$ cat src/rtl/register_bank32.sv
`default_nettype none
// ============================================================================
//  Module   : register_bank32
//  Brief    : Storage half of the integer register file. 32 x 32-bit
//             registers with one synchronous write port; every register
//             drives its own output bus into the rs/rt read multiplexers.
//             Register 0 can be hardwired to zero ($zero convention).
//  Revision : 1.0 - initial release
// ============================================================================
module register_bank32 #(
  // Data width; the downstream read-port muxes are 32 bits wide, so keep 32.
  parameter int WIDTH    = 32,
  // 1: register 0 ignores writes and always reads zero.
  parameter bit ZERO_REG = 1'b1
) (
  input  logic             clk,
  input  logic             reset,
  input  logic             RegWrite,
  input  logic [4:0]       WriteRegister,
  input  logic [WIDTH-1:0] WriteData,
  output logic [WIDTH-1:0] Reg0,
  output logic [WIDTH-1:0] Reg1,
  output logic [WIDTH-1:0] Reg2,
  output logic [WIDTH-1:0] Reg3,
  output logic [WIDTH-1:0] Reg4,
  output logic [WIDTH-1:0] Reg5,
  output logic [WIDTH-1:0] Reg6,
  output logic [WIDTH-1:0] Reg7,
  output logic [WIDTH-1:0] Reg8,
  output logic [WIDTH-1:0] Reg9,
  output logic [WIDTH-1:0] Reg10,
  output logic [WIDTH-1:0] Reg11,
  output logic [WIDTH-1:0] Reg12,
  output logic [WIDTH-1:0] Reg13,
  output logic [WIDTH-1:0] Reg14,
  output logic [WIDTH-1:0] Reg15,
  output logic [WIDTH-1:0] Reg16,
  output logic [WIDTH-1:0] Reg17,
  output logic [WIDTH-1:0] Reg18,
  output logic [WIDTH-1:0] Reg19,
  output logic [WIDTH-1:0] Reg20,
  output logic [WIDTH-1:0] Reg21,
  output logic [WIDTH-1:0] Reg22,
  output logic [WIDTH-1:0] Reg23,
  output logic [WIDTH-1:0] Reg24,
  output logic [WIDTH-1:0] Reg25,
  output logic [WIDTH-1:0] Reg26,
  output logic [WIDTH-1:0] Reg27,
  output logic [WIDTH-1:0] Reg28,
  output logic [WIDTH-1:0] Reg29,
  output logic [WIDTH-1:0] Reg30,
  output logic [WIDTH-1:0] Reg31
);

  localparam int c_NUM_REGS = 32;

  // Flop outputs of every register, gathered so the port fan-out is uniform.
  logic [WIDTH-1:0] w_regs [c_NUM_REGS];

  for (genvar n = 0; n < c_NUM_REGS; n++) begin : g_reg
    if ((n == 0) && ZERO_REG) begin : g_zero
      // $zero: no enable, no storage; the bus is tied low permanently and
      // writes to index 0 vanish without any indication.
      assign w_regs[n] = '0;
    end else begin : g_store
      logic             w_en;
      logic [WIDTH-1:0] reg_d;
      logic [WIDTH-1:0] reg_q;

      // One-hot decode slice gated by RegWrite. With RegWrite low the AND
      // resolves to 0 even if WriteRegister is unknown, so X addresses
      // cannot disturb the stored value.
      assign w_en = RegWrite && (WriteRegister == 5'(n));

      // Next state: load WriteData when selected, otherwise hold.
      always_comb begin
        reg_d = reg_q;
        if (w_en) begin
          reg_d = WriteData;
        end
      end

      // Storage flop; reset clears it immediately and overrides any write.
      always_ff @(posedge clk or posedge reset) begin
        if (reset) begin
          reg_q <= '0;
        end else begin
          reg_q <= reg_d;
        end
      end

      assign w_regs[n] = reg_q;
    end
  end

  // Outputs are the flop values directly; no input reaches them
  // combinationally, so a same-cycle read sees the pre-write value.
  assign Reg0  = w_regs[0];
  assign Reg1  = w_regs[1];
  assign Reg2  = w_regs[2];
  assign Reg3  = w_regs[3];
  assign Reg4  = w_regs[4];
  assign Reg5  = w_regs[5];
  assign Reg6  = w_regs[6];
  assign Reg7  = w_regs[7];
  assign Reg8  = w_regs[8];
  assign Reg9  = w_regs[9];
  assign Reg10 = w_regs[10];
  assign Reg11 = w_regs[11];
  assign Reg12 = w_regs[12];
  assign Reg13 = w_regs[13];
  assign Reg14 = w_regs[14];
  assign Reg15 = w_regs[15];
  assign Reg16 = w_regs[16];
  assign Reg17 = w_regs[17];
  assign Reg18 = w_regs[18];
  assign Reg19 = w_regs[19];
  assign Reg20 = w_regs[20];
  assign Reg21 = w_regs[21];
  assign Reg22 = w_regs[22];
  assign Reg23 = w_regs[23];
  assign Reg24 = w_regs[24];
  assign Reg25 = w_regs[25];
  assign Reg26 = w_regs[26];
  assign Reg27 = w_regs[27];
  assign Reg28 = w_regs[28];
  assign Reg29 = w_regs[29];
  assign Reg30 = w_regs[30];
  assign Reg31 = w_regs[31];

endmodule
`default_nettype wire

$ cat config.mk
export PLATFORM = sky130hd
export DESIGN_NAME = register_bank32
export DESIGN_NICKNAME = d
export VERILOG_FILES = /design/src/rtl/register_bank32.sv
export SDC_FILE = /design/constraint.sdc
export NUM_CORES = 2
export LEC_CHECK = 0
export CAP_MARGIN = 20
export CORE_AREA = 4 4 415 417
export CTS_CLUSTER_SIZE = 20
export DETAILED_ROUTE_END_ITERATION = 10
export DIE_AREA = 0 0 419 421
export SKIP_CTS_REPAIR_TIMING = 1
export SLEW_MARGIN = 20
export SYNTH_ARGS = -nofsm -noshare
export SYNTH_HDL_FRONTEND = slang
export SYNTH_SLANG_ARGS = --single-unit
$ cat constraint.sdc
create_clock -name clk -period 40.8 [get_ports clk]
set_clock_uncertainty 0.05 [all_clocks]
set_input_delay 8.16 -clock clk [delete_from_list [all_inputs] [get_ports clk]]
set_output_delay 8.16 -clock clk [all_outputs]
set_load 0.005 [all_outputs]
==> out/qor.yml <==
outcome: "complete, no violations"
synth_cells: 2257
ant_nets: 0
wl_per_cell_um: 25.62
ir_drop_v: 0.00003764
worstSetupEndpoint: "Reg24[22]"
clk_path_buf_depth: 3
dp_hpwl_um: 97500
finalSetupViolCount: 0
grt_usage_pct: 15.84
cts_tree: "built"
synth_warnings: 0
r2r-end: "Reg11[8]"
die_height_um: 421
synth_top_area_share_pct: 66.48
use_met2_pct: 28.37
fp.dieArea_mm2: 0.1764
drtIter0Drc: 1220
synth_top_area_cell: "dfrtp_1"
synth_edf_count: 0
grt-ovfl-total: 0
coreArea_mm2: 0.1687
utilization_pct: 31.93
drv_cap: 0
antenna_found_initial: 10
slew_headroom_pct: 26.16
rows: 151
fin_area_mm2: 0.05386
finalHoldViolCount: 0
grt_pass1_wl_um: 198100
start_kind: "input pin"
grt_max_degree: 172
wl_um: 142800
die_x_um: 419
netlist_top_cells_count: "992 x dfrtp_1, 976 x mux2_2, 100 x clkbuf_1, 92 x buf_2, 32 x buf_4"
clkTransAtPathRegs_ns: 0.06
layout-drive-gt1-share_pct: 38.12
critPathKind: "in -> async"
dpl.cell_count: 5367
areaGrowthSynthToFinish_pct: 44.26
yosysMostFrequentCell: "dfrtp_1"
worst_slew_pin_slew_ns: 1.108
nNetsFinal: 3300
drc: 0
rsz0062_at_grt: "false"
min_path_type: "reg -> reg"
p_leak_nw: 23.64
root_buffer: "clkbuf_16"
placed_cell_area_mm2: 0.05001
required_ns: 41.47
fin_crit_sh_pct: 26.63
cp-startpoint: "reset"
io-pin-count: 1064
rrSetupSlack_ns: 39.90
htreeDepth: 3
end_kind: "async pin"
final-max-slew-violation-count: 0
synth_seq_cells: 992
vias_per_cell: 4.199
synth_ff_type: "dfrtp_1"
powerDensity_mw_per_mm2: 56.24
use_met3_pct: 3.731
vias: 23400
crit_fanout: 100
numCtsBuffers: 108
met1_usage_pct: 17.48
grt_pass1_vias: 24930
clock_latency_ns: 0.74
drt-pass1-iter-count: 5
stdcell_count: 5573
ys_top_cells_by_area: "dfrtp_1 66%, mux2_2 29%, buf_2 1.2%"
clock.fmax_mhz: 92.05
tns_ns: 0
synth_cell_types: 20
ys_seq_area_share_pct: 66.48
avgSynthCellArea_um2: 16.54
async_flop_share_pct: 100.0
io_buffer_count: 1031
gp_congestion: 0.7486
synth_area_mm2: 0.03734
start_util_pct: 22.13
fin_crit_ns: 10.86
rr_startpoint: "Reg11[8]"
clock-sinks: 992
top_usage_layer: "met2"
cp.arrival_ns: 11.53
r2r.worst_path.cells: 1
[final cells by class]
| class | instances | area, um^2 |
|---|---|---|
| clock buffers | 152 | 3169 |
| repair buffers | 1088 | 10700 |
| multi-input cells | 1069 | 11720 |
| inverters | 1 | 11.26 |
| clock inverters | 51 | 654.4 |
| fillers | 16690 | 114900 |
| flip-flops and latches | 992 | 24820 |
| well taps | 2218 | 2775 |
| diodes | 2 | 5.005 |
[layout by cell type, fill, tap and decap left out, types with 16 or more instances in the layout]
master / count
dfrtp_1: 992
clkdlybuf4s50_1: 1010
mux2_1: 16
clkbuf_8: 28
mux2_2: 976
clkinv_2: 25
buf_2: 21
clkbuf_16: 109
conb_1: 32
buf_4: 53
[layer usage]
metal | vias to the layer above | wire length (um)
met1 | 12550 | 53490
met2 | 747 | 73910
met3 | 263 | 8196
met5 | - | 17
li1 | 9838 | -
met4 | 2 | 7186
[critical path: stages]
cell and delay, ns:
clkdlybuf4s50_1 0.51, inv_8 0.47, buf_4 0.75, buf_4 0.55, buf_4 0.80
[kinds of logic after synthesis]
group,synth area share [%]
other,0.01004
muxes,29.92
buffers and inverters,2.912
DFF,66.48
and+or+nand+nor,0.6769
[stage by stage]
step | power [W] | setup WS [ns] | hold slack [ns]
floorplan | 0.001500 | 4.681 | 0.4328
global placement | 0.002007 | 29.09 | 0.4184
detailed placement | 0.002021 | 29.03 | 0.4241
CTS | 0.003072 | 29.88 | 0.4380
global route | 0.003159 | 29.48 | 0.4448
finish | 0.003029 | 29.94 | 0.4365
[power breakdown]
part           internal [W]  switching [W]  total, W
combinational      0.000458       0.000260  0.000718
sequential          0.00118      0.0000998   0.00128
clock              0.000609       0.000427   0.00104
[worst min path at each step]
stage / endpoint / cells past startpoint / startpoint / slack (ns)
3_3_place_gp: Reg30[1] / 1 / Reg30[1] / 0.42
2_1_floorplan: Reg28[23] / 1 / Reg28[23] / 0.43
3_5_place_dp: Reg30[15] / 1 / Reg30[15] / 0.42
6_report: Reg30[15] / 1 / Reg30[15] / 0.44
5_1_grt: Reg30[15] / 1 / Reg30[15] / 0.44
4_1_cts: Reg30[15] / 1 / Reg30[15] / 0.44
(Power assumes the default switching activity.)
